## src/rtl/fetch.sv

```systemverilog
// fetch: IF stage holding the PC, choosing the next PC and capturing redirects raised while stalled.
module fetch #(
  parameter logic [31:0] RESET_PC = 32'h0000_0034
) (
  input  logic        clk,
  input  logic        resetn,
  input  logic        IF_valid,
  input  logic        next_fetch,
  input  logic [31:0] inst,
  input  logic [32:0] jbr_bus,
  input  logic [32:0] exc_bus,
  input  logic        cancel,
  output logic [31:0] inst_addr,
  output logic        IF_over,
  output logic [63:0] IF_ID_bus,
  output logic [31:0] IF_pc,
  output logic [31:0] IF_inst
);
  logic [31:0] pc_q, pc_d, pend_pc_q, jbr_target, exc_pc;
  logic        pend_valid_q, pend_exc_q, ready_q, jbr_taken, exc_valid;
  assign jbr_taken  = jbr_bus[32];
  assign jbr_target = jbr_bus[31:0] & 32'hFFFF_FFFC;
  assign exc_valid  = exc_bus[32];
  assign exc_pc     = exc_bus[31:0] & 32'hFFFF_FFFC;
  always_comb
    pc_d = exc_valid    ? exc_pc    :
           pend_valid_q ? pend_pc_q :
           jbr_taken    ? jbr_target : pc_q + 32'd4;
  always_ff @(posedge clk) begin
    if (!resetn) begin
      pc_q         <= RESET_PC;
      pend_valid_q <= 1'b0;
      pend_exc_q   <= 1'b0;
      pend_pc_q    <= 32'd0;
      ready_q      <= 1'b0;
    end else if (next_fetch) begin
      pc_q         <= pc_d;
      pend_valid_q <= 1'b0;
      pend_exc_q   <= 1'b0;
      ready_q      <= 1'b0;
    end else begin
      // a captured exception can only be displaced by a newer exception
      if (exc_valid) begin
        pend_valid_q <= 1'b1;
        pend_exc_q   <= 1'b1;
        pend_pc_q    <= exc_pc;
      end else if (jbr_taken && !(pend_valid_q && pend_exc_q)) begin
        pend_valid_q <= 1'b1;
        pend_exc_q   <= 1'b0;
        pend_pc_q    <= jbr_target;
      end
      if (IF_valid) ready_q <= 1'b1;
    end
  end
  assign inst_addr = pc_q;
  assign IF_pc     = pc_q;
  assign IF_inst   = inst;
  assign IF_ID_bus = {pc_q, inst};
  assign IF_over   = IF_valid & ready_q & ~cancel;
endmodule

```

## config.mk

```make
export PLATFORM = sky130hd
export DESIGN_NAME = fetch
export DESIGN_NICKNAME = d
export VERILOG_FILES = /design/src/rtl/fetch.sv
export SDC_FILE = /design/constraint.sdc
export NUM_CORES = 1
export LEC_CHECK = 0
export BUFFER_PORTS_ARGS = -buffer_cell sky130_fd_sc_hd__buf_2
export CAP_MARGIN = 20
export CORE_MARGIN = 1
export CORE_UTILIZATION = 46
export DETAILED_ROUTE_END_ITERATION = 12
export PLACE_DENSITY = 0.79
export SYNTH_ARGS = -nofsm -noshare
export SYNTH_HDL_FRONTEND = slang
export SYNTH_SLANG_ARGS = --single-unit
```

## constraint.sdc

```tcl
create_clock -name clk -period 2 [get_ports clk]
set_input_delay 0.3 -clock clk [delete_from_list [all_inputs] [get_ports clk]]
set_output_delay 0.3 -clock clk [all_outputs]
set_load 0.01 [all_outputs]
```

==> results_tabular.tex, run 1 <==
\begin{tabular}{lr}
\hline
Metric & Value \\
\hline
\multicolumn{2}{l}{\textbf{Outcome}} \\
Run status & complete, no violations \\
\multicolumn{2}{l}{\textbf{Route}} \\
Pre-Repair DR Iteration Count & 5 \\
Violation count after the first detailed-route iteration & 459 \\
Remaining routing DRC violations & 0 \\
Routed wire per std cell & 17.2 um \\
Via-per-instance ratio & 5.88 \\
Antenna-violating nets left & 0 \\
Total wirelength of the detailed-routed design & 14.3 mm \\
Total number of vias & 4859 \\
\multicolumn{2}{l}{\textbf{Setup path}} \\
Category of the most critical setup path & reg2reg \\
Critical path endpoint category & flip-flop \\
Data arrival time at the worst-slack endpoint & 2.14 ns \\
Stage delay of the slowest cell on the critical path & 0.42 ns \\
CP max stage cell & sky130\_fd\_sc\_hd\_\_dfxtp\_1 \\
Worst-path cell chain & ha\_1, and3\_2, nand3\_1, nor3\_2, mux2\_2, a211oi\_1 \\
Worst-path fanout max & 4 \\
Category of the worst setup path launch point & flip-flop \\
Required time at the endpoint of the critical path & 2.25 ns \\
\multicolumn{2}{l}{\textbf{STA}} \\
Clock skew & 0.0118 ns \\
Setup WS post-layout & 0.112 ns \\
Max Slew Vio Count & 0 \\
Transition time at the pin with the least slew margin & 0.517 ns \\
Setup Viol. Count Final & 0 \\
Timing-limited maximum frequency & 0.530 GHz \\
Final hold viol count & 0 \\
Final critical-path share of the clock period & 94.4\% \\
Worst slew slack as a fraction of its limit & 65.5\% \\
Setup repair after global routing missed its margin & no \\
Min Tclk post-route & 1.89 ns \\
Final sum of negative setup slack & 0 ns \\
\multicolumn{2}{l}{\textbf{Final layout}} \\
Layout Nets & 790 \\
Non-filler cells in the finished layout & 827 \\
Leading cell types in the layout, fill and taps excluded & 157 x sky130\_fd\_sc\_hd\_\_buf\_2, 65 x sky130\_fd\_sc\_hd\_\_nand2\_1, 61 x sky130\_fd\_sc\_hd\_\_dfxtp\_1, 57 x sky130\_fd\_sc\_hd\_\_nor2\_1, 42 x sky130\_fd\_sc\_hd\_\_buf\_4 \\
Relative area change from synthesis to final layout & 9.24\% \\
Leading cell type in the layout, fill and taps excluded & sky130\_fd\_sc\_hd\_\_buf\_2 \\
Number of filler instances in the final layout & 996 \\
Fraction of final layout cells sized beyond drive strength 1 & 34.4\% \\
Number of diodes & 0 \\
\multicolumn{2}{l}{\textbf{Logic synthesis}} \\
Gate count of the mapped netlist & 640 \\
Sequential element share of the synthesized area & 25.6\% \\
Count of different cell masters after synthesis & 64 \\
Share of synthesized area spent on multiplexers & 5.36\% \\
Async set-reset flop share out of synthesis & 0\% \\
Netlist Area Pre-Place & 4930 um\^{}2 \\
Adder-Cell Fraction of Synth Area & 0.254\% \\
Fraction of synthesized cell area in xor and xnor cells & 2.49\% \\
Cells taking the most area after synthesis & sky130\_fd\_sc\_hd\_\_dfxtp\_1 26\%, sky130\_fd\_sc\_hd\_\_buf\_4 20\%, sky130\_fd\_sc\_hd\_\_nand2\_1 5.0\%, sky130\_fd\_sc\_hd\_\_mux2i\_1 4.7\%, sky130\_fd\_sc\_hd\_\_nor2\_1 4.4\% \\
Simple logic cell fraction of the synthesized area & 20.3\% \\
Synth Flop Type & sky130\_fd\_sc\_hd\_\_dfxtp\_1 \\
Largest family of logic cells by synthesized area & buffers and inverters \\
Number of enable-type register cells in the synthesized netlist & 0 \\
Cell type contributing the most total cell area after synthesis & sky130\_fd\_sc\_hd\_\_dfxtp\_1 \\
Yosys warning count & 0 \\
Number of storage elements in the synthesis netlist & 63 \\
Complex-gate fraction of the synthesized area & 22.0\% \\
Synthesized area per cell & 7.70 um\^{}2 \\
Post-synth top area share & 25.6\% \\
\multicolumn{2}{l}{\textbf{Placed design}} \\
Number of buffers added on ports & 157 \\
HPWL after detailed placement & 10.1 mm \\
GP Congestion & 0.890 \\
Placement Setup Slack & 0.122 ns \\
Cell count after placement & 811 \\
\multicolumn{2}{l}{\textbf{Power and ir drop}} \\
Sequential share of power & 38.3\% \\
Fraction of power spent switching nets & 30.5\% \\
Part of the power in the clock network & 36.5\% \\
Power per cell area & 702 nW/um\^{}2 \\
Fraction of power consumed by combinational cells & 25.3\% \\
LEAKAGE & 2.46 nW \\
Sw power & 0.00115 W \\
IR Drop Worst-Case VDD & 349 uV \\
Internal power of the cells & 0.00263 W \\
\multicolumn{2}{l}{\textbf{Clock tree}} \\
Number of sinks driven by the clock tree & 63 \\
TritonCTS clock tree & built \\
Clock edge transition at the registers on the reported setup and hold paths & 0.08 ns \\
H-tree depth & 3 \\
Longest Clk Path Bufs & 2 \\
Clock root buffer & sky130\_fd\_sc\_hd\_\_clkbuf\_8 \\
TritonCTS buffer count & 9 \\
Number of hold-repair buffers added at the cts stage & 0 \\
Clk\_lat worst skew & 0.35 ns \\
\multicolumn{2}{l}{\textbf{Floorplanning}} \\
I/O pin count & 264 \\
CORE AREA & 10400 um\^{}2 \\
Number of standard-cell rows in the floorplan & 37 \\
Width of the die & 105 um \\
Initial Utilization & 47.5\% \\
Die area & 11100 um\^{}2 \\
Vert. Die Dim & 105 um \\
\multicolumn{2}{l}{\textbf{Global routing}} \\
Antenna violations before repair & 0 \\
Pin count of the biggest net entering global routing & 45 \\
Via count of the first global-routing pass & 4569 \\
Overflow left after global routing & 0 \\
Total Routing Usage GR & 25.2\% \\
Global-route wire length before repair & 22.7 mm \\
\multicolumn{2}{l}{\textbf{Min path}} \\
Hold crit path type & in2reg \\
\multicolumn{2}{l}{\textbf{Run}} \\
Number of max-capacitance violations reported & 0 \\
\hline
\end{tabular}
-- synth_stat cells (4+ instances only) --
| library cell | n |
|---|---|
| sky130_fd_sc_hd__nor4_1 | 4 |
| sky130_fd_sc_hd__buf_1 | 7 |
| sky130_fd_sc_hd__nand2_1 | 65 |
| sky130_fd_sc_hd__a211oi_1 | 23 |
| sky130_fd_sc_hd__a31oi_1 | 8 |
| sky130_fd_sc_hd__mux2i_1 | 23 |
| sky130_fd_sc_hd__nor2b_1 | 7 |
| sky130_fd_sc_hd__dfxtp_1 | 63 |
| sky130_fd_sc_hd__xor2_1 | 8 |
| sky130_fd_sc_hd__o22ai_1 | 10 |
| sky130_fd_sc_hd__inv_1 | 6 |
| sky130_fd_sc_hd__o21ai_0 | 30 |
| sky130_fd_sc_hd__o311ai_0 | 4 |
| sky130_fd_sc_hd__clkbuf_1 | 25 |
| sky130_fd_sc_hd__a311oi_1 | 15 |
| sky130_fd_sc_hd__buf_4 | 130 |
| sky130_fd_sc_hd__nor3_1 | 9 |
| sky130_fd_sc_hd__nand4_1 | 11 |
| sky130_fd_sc_hd__xnor2_1 | 6 |
| sky130_fd_sc_hd__nand3_1 | 10 |
| sky130_fd_sc_hd__o221ai_1 | 6 |
| sky130_fd_sc_hd__a21oi_1 | 21 |
| sky130_fd_sc_hd__o211ai_1 | 8 |
| sky130_fd_sc_hd__a221oi_1 | 4 |
| sky130_fd_sc_hd__buf_2 | 9 |
| sky130_fd_sc_hd__nor2_1 | 58 |
| sky130_fd_sc_hd__and3_1 | 6 |
| sky130_fd_sc_hd__a22oi_1 | 4 |
| sky130_fd_sc_hd__nand2b_1 | 7 |
-- worst max-delay path: cells and delay by family (launching register included) --
kind	cells	cell delay [ns]
AO/OA/AOI/OAI	1	0.24
adder cells (fa/ha/maj)	1	0.21
AND/OR/NAND/NOR	3	0.56
flip-flops	1	0.42
multiplexers	1	0.35
-- power by group through the flow --
stage | sequential, W | combinational, W | clock, W
after floorplan | 0.00151 | 0.000742 | 0
after global placement | 0.00146 | 0.000917 | 0
after detailed placement | 0.00147 | 0.000940 | 0
after CTS | 0.00144 | 0.000946 | 0.00138
after global routing | 0.00146 | 0.00104 | 0.00144
final | 0.00145 | 0.000956 | 0.00138
-- final cells by class --
class	instances	area (um^2)	share of cell area (%)
flip-flops and latches	63	1260	23.5
inverters	9	33.8	0.628
clock inverters	3	90.1	1.67
clock buffers	13	149	2.77
multi-input cells	402	2530	47.1
well taps	136	170	3.16
repair buffers	201	1140	21.2
-- registers in the layout (all words and copies together) (netlist names) --
| signal | flops |
|---|---|
| IF_pc | 30 |
| pend_pc_q | 30 |
| pend_exc_q | 1 |
| pend_valid_q | 1 |
| ready_q | 1 |
-- what timing repair did --
item / CTS / global route
setup endpoints to repair: 0 / 3
buffers inserted: 0 / 0
gates resized for setup: 0 / 5
-- worst paths after layout --
check | cells past startpoint | to | start | slack (ns)
setup / recovery | 6 | IF_pc[28] | IF_pc[3] | 0.11
hold / removal | 3 | ready_q | IF_valid | 0.18
setup reg to reg | 6 | IF_pc[28] | IF_pc[3] | 0.11
hold reg to reg | 2 | ready_q | ready_q | 0.48
-- routing by layer --
metal | global-route usage, % | up-vias | share of wire [%]
met2 | 40.6 | 287 | 47
met1 | 32.4 | 2271 | 40
met3 | 5.13 | 51 | 10
li1 | - | 2250 | -
met5 | 0 | - | 0
met4 | 11.4 | 0 | 2.6
-- cell families (layout without fill, tap and decap cells) --
| family | count (synthesis) | after routing |
|---|---|---|
| buf+inv | 180 | 226 |
| compound gates | 156 | 156 |
| mux | 26 | 26 |
| flops | 63 | 63 |
| simple gates | 199 | 199 |
| xor+xnor | 14 | 14 |
| fa+ha+maj | 1 | 1 |
| other cells | 1 | 6 |
-- metrics by stage --
| stage | util (%) | area (um^2) | power [W] | hold slack [ns] |
|---|---|---|---|---|
| global route | 51.9 | 5380 | 0.00394 | 0.215 |
| floorplan | - | 4950 | 0.00225 | 0.416 |
| detailed placement | 49.4 | 5120 | 0.00241 | 0.466 |
| CTS | 51.7 | 5360 | 0.00377 | 0.179 |
| global placement | 49.4 | 5120 | 0.00238 | 0.464 |
| finish | 51.9 | 5380 | 0.00378 | 0.179 |
Power figures use the tool's default switching activity.
==> run 2: changes to the inputs <==
Settings changed: CELL_PAD_IN_SITES_DETAIL_PLACEMENT set to 1, CELL_PAD_IN_SITES_GLOBAL_PLACEMENT set to 1, CORE_UTILIZATION 46 to 31, PLACE_DENSITY 0.79 to 0.78, SKIP_CTS_REPAIR_TIMING set to 1.
==> run 2 against run 1 <==
Count of clock-buffer cells in the layout decreased by 3. Clock skew shrank 0.0057 ns. Combinational power is 3.2% higher. Fmax up 1.6%. Global-route usage fell by 5.1 points. Cell count increased by 9.8%. Sequential share of layout area is 0.80 points lower. Register-to-register slack improved by 0.03 ns. Via count shrank 2.8%. Critical endpoint is now IF_pc[30].
==> results_tabular.tex, run 2 (synthesis gave the netlist of run 1 again) <==
\begin{tabular}{lr}
\hline
Metric & Value \\
\hline
\multicolumn{2}{l}{\textbf{STA}} \\
Clock skew & 0.00607 ns (was 0.0118 ns) \\
Setup Viol. Count Final & 0 (unchanged) \\
Setup repair after global routing missed its margin & no (unchanged) \\
Final critical-path share of the clock period & 92.9\% (was 94.4\%) \\
Min Tclk post-route & 1.86 ns (was 1.89 ns) \\
Max Slew Vio Count & 0 (unchanged) \\
Timing-limited maximum frequency & 0.538 GHz (was 0.530 GHz) \\
Final hold viol count & 0 (unchanged) \\
Final sum of negative setup slack & 0 ns (unchanged) \\
\multicolumn{2}{l}{\textbf{Setup path}} \\
Category of the most critical setup path & reg2reg (unchanged) \\
CP Capture Point & IF\_pc[30] (was IF\_pc[28]) \\
Required time at the endpoint of the critical path & 2.25 ns (about the same) \\
Endpoint of the lowest-slack register-to-register path & IF\_pc[30] (was IF\_pc[28]) \\
CP max stage cell & sky130\_fd\_sc\_hd\_\_dfxtp\_1 (unchanged) \\
Worst-path cell chain & and4\_4, nand4\_2, buf\_4, or2\_4, o31a\_1, nor3\_1 (was ha\_1, and3\_2, nand3\_1, nor3\_2, mux2\_2, a211oi\_1) \\
Flop2flop setup slack & 0.14 ns (was 0.11 ns) \\
Timing startpoint of the critical path & IF\_pc[9] (was IF\_pc[3]) \\
Start of the worst register-to-register path & IF\_pc[9] (was IF\_pc[3]) \\
Worst-path fanout max & 7 (was 4) \\
Stage delay of the slowest cell on the critical path & 0.41 ns (was 0.42 ns) \\
Data arrival time at the worst-slack endpoint & 2.11 ns (was 2.14 ns) \\
Critical path endpoint category & flip-flop (unchanged) \\
Category of the worst setup path launch point & flip-flop (unchanged) \\
Depth of the most critical reg-to-reg path & 6 (unchanged) \\
\multicolumn{2}{l}{\textbf{Power and ir drop}} \\
LEAKAGE & 2.52 nW (was 2.46 nW) \\
IR Drop Worst-Case VDD & 389 uV (was 349 uV) \\
Power per cell area & 715 nW/um\^{}2 (was 702 nW/um\^{}2) \\
\multicolumn{2}{l}{\textbf{Global routing}} \\
Pin count of the biggest net entering global routing & 49 (was 45) \\
Via count of the first global-routing pass & 4759 (was 4569) \\
Antenna violations before repair & 0 (unchanged) \\
Global-route wire length before repair & 25.5 mm (was 22.7 mm) \\
Total Routing Usage GR & 20.1\% (was 25.2\%) \\
Overflow left after global routing & 0 (unchanged) \\
\multicolumn{2}{l}{\textbf{Route}} \\
Top sig layer & met4 (unchanged) \\
Antenna-violating nets left & 0 (unchanged) \\
Pre-Repair DR Iteration Count & 4 (was 5) \\
Met3 wire length & 994 um (was 1.47 mm) \\
Met2 Routed Length & 7.56 mm (was 6.70 mm) \\
Total number of vias & 4721 (was 4859) \\
Via-per-instance ratio & 5.20 (was 5.88) \\
Metal-1 WL & 7.13 mm (was 5.72 mm) \\
Violation count after the first detailed-route iteration & 266 (was 459) \\
Remaining routing DRC violations & 0 (unchanged) \\
Routed wire per std cell & 17.7 um (was 17.2 um) \\
Total wirelength of the detailed-routed design & 16.0 mm (was 14.3 mm) \\
\multicolumn{2}{l}{\textbf{Placed design}} \\
GP Congestion & 0.791 (was 0.890) \\
HPWL after detailed placement & 12.0 mm (was 10.1 mm) \\
Number of buffers added on ports & 157 (unchanged) \\
\multicolumn{2}{l}{\textbf{Floorplanning}} \\
Die area & 16400 um\^{}2 (was 11100 um\^{}2) \\
I/O pin count & 264 (unchanged) \\
Width of the die & 128 um (was 105 um) \\
Initial Utilization & 32.1\% (was 47.5\%) \\
Vert. Die Dim & 128 um (was 105 um) \\
CORE AREA & 15400 um\^{}2 (was 10400 um\^{}2) \\
Number of standard-cell rows in the floorplan & 45 (was 37) \\
\multicolumn{2}{l}{\textbf{Final layout}} \\
Relative area change from synthesis to final layout & 12.8\% (was 9.24\%) \\
Leading cell types in the layout, fill and taps excluded & 157 x sky130\_fd\_sc\_hd\_\_buf\_2, 65 x sky130\_fd\_sc\_hd\_\_nand2\_1, 63 x sky130\_fd\_sc\_hd\_\_dfxtp\_1, 57 x sky130\_fd\_sc\_hd\_\_nor2\_1, 49 x sky130\_fd\_sc\_hd\_\_buf\_4 (was 157 x sky130\_fd\_sc\_hd\_\_buf\_2, 65 x sky130\_fd\_sc\_hd\_\_nand2\_1, 61 x sky130\_fd\_sc\_hd\_\_dfxtp\_1, 57 x sky130\_fd\_sc\_hd\_\_nor2\_1, 42 x sky130\_fd\_sc\_hd\_\_buf\_4) \\
Number of filler instances in the final layout & 1917 (was 996) \\
Leading cell type in the layout, fill and taps excluded & sky130\_fd\_sc\_hd\_\_buf\_2 (unchanged) \\
Number of diodes & 0 (unchanged) \\
Layout Nets & 797 (was 790) \\
Fraction of final layout cells sized beyond drive strength 1 & 34.9\% (was 34.4\%) \\
Final core occ & 36.2\% (was 51.9\%) \\
\multicolumn{2}{l}{\textbf{Clock tree}} \\
Longest Clk Path Bufs & 2 (unchanged) \\
Clock edge transition at the registers on the reported setup and hold paths & 0.06 ns (was 0.08 ns) \\
H-tree depth & 3 (unchanged) \\
Clk\_lat worst skew & 0.34 ns (was 0.35 ns) \\
TritonCTS buffer count & 9 (unchanged) \\
Number of sinks driven by the clock tree & 63 (unchanged) \\
Clock root buffer & sky130\_fd\_sc\_hd\_\_clkbuf\_16 (was sky130\_fd\_sc\_hd\_\_clkbuf\_8) \\
TritonCTS clock tree & built (unchanged) \\
\multicolumn{2}{l}{\textbf{Outcome}} \\
Run status & complete, no violations (unchanged) \\
\multicolumn{2}{l}{\textbf{Run}} \\
Number of max-capacitance violations reported & 0 (unchanged) \\
\multicolumn{2}{l}{\textbf{Min path}} \\
Hold crit path type & in2reg (unchanged) \\
\hline
\end{tabular}
## run 2: cell types whose count changed in the layout (fill, tap and decap cells not counted), moves of 2 or more
cell | previous run | this run
sky130_fd_sc_hd__buf_4 | 42 | 49
sky130_fd_sc_hd__bufinv_16 | 3 | 1
sky130_fd_sc_hd__clkbuf_16 | 0 | 9
sky130_fd_sc_hd__clkbuf_8 | 10 | 0
sky130_fd_sc_hd__dfxtp_1 | 61 | 63
sky130_fd_sc_hd__clkinv_2 | 0 | 4
sky130_fd_sc_hd__clkbuf_1 | 3 | 1
sky130_fd_sc_hd__dfxtp_2 | 2 | 0
## run 2: final cells by class
cell class / count / area, um^2 / share of cell area [%]
timing repair buffer: 208 / 1190 / 21.5
tap: 211 / 264 / 4.75
sequential: 63 / 1260 / 22.7
multi-input combinational: 402 / 2530 / 45.5
clock inverter: 5 / 50.0 / 0.900
clock buffer: 10 / 229 / 4.12
inverter: 9 / 33.8 / 0.608
## run 2: how the worst min path moves through the flow
stage / end / depth (start not counted) / from / slack, ns
after floorplan: ready_q / 2 / IF_valid / 0.42
after global placement: ready_q / 2 / ready_q / 0.45
after detailed placement: ready_q / 2 / ready_q / 0.47
after CTS: ready_q / 3 / IF_valid / 0.18
after global routing: ready_q / 3 / IF_valid / 0.22
final: ready_q / 3 / IF_valid / 0.18
## run 2: through the flow
stage	total power [W]	cell area [um^2]	std cells	worst slack (ns)	hold WS [ns]
floorplan	0.00225	4950	645	0.107	0.416
finish	0.00398	5560	908	0.142	0.180
global placement	0.00243	5270	893	0.141	0.455
global route	0.00418	5560	908	0.0169	0.224
CTS	0.00401	5550	908	0.0947	0.176
detailed placement	0.00245	5270	893	0.138	0.469
## run 2: power breakdown
group          internal (W)  switching [W]  leakage (nW)  total (W)
combinational      0.000419       0.000568          1.85   0.000987
sequential          0.00136      0.0000857         0.522    0.00144
clock              0.000949       0.000600         0.142    0.00155
total               0.00272        0.00125          2.52    0.00398
## run 2: per-layer routing
| metal | global-route usage, % | vias to the layer above |
|---|---|---|
| met4 | 7.27 | 0 |
| met2 | 33.5 | 158 |
| li1 | - | 2263 |
| met5 | 0 | - |
| met3 | 4.38 | 47 |
| met1 | 25.3 | 2253 |
## run 2: worst max-delay path, delay by kind of cell (launching register included)
kind,cells,cell delay (ns)
AND/OR/NAND/NOR,4,0.92
AO/OA/AOI/OAI,1,0.25
flip-flops,1,0.41
buffers and inverters,1,0.20
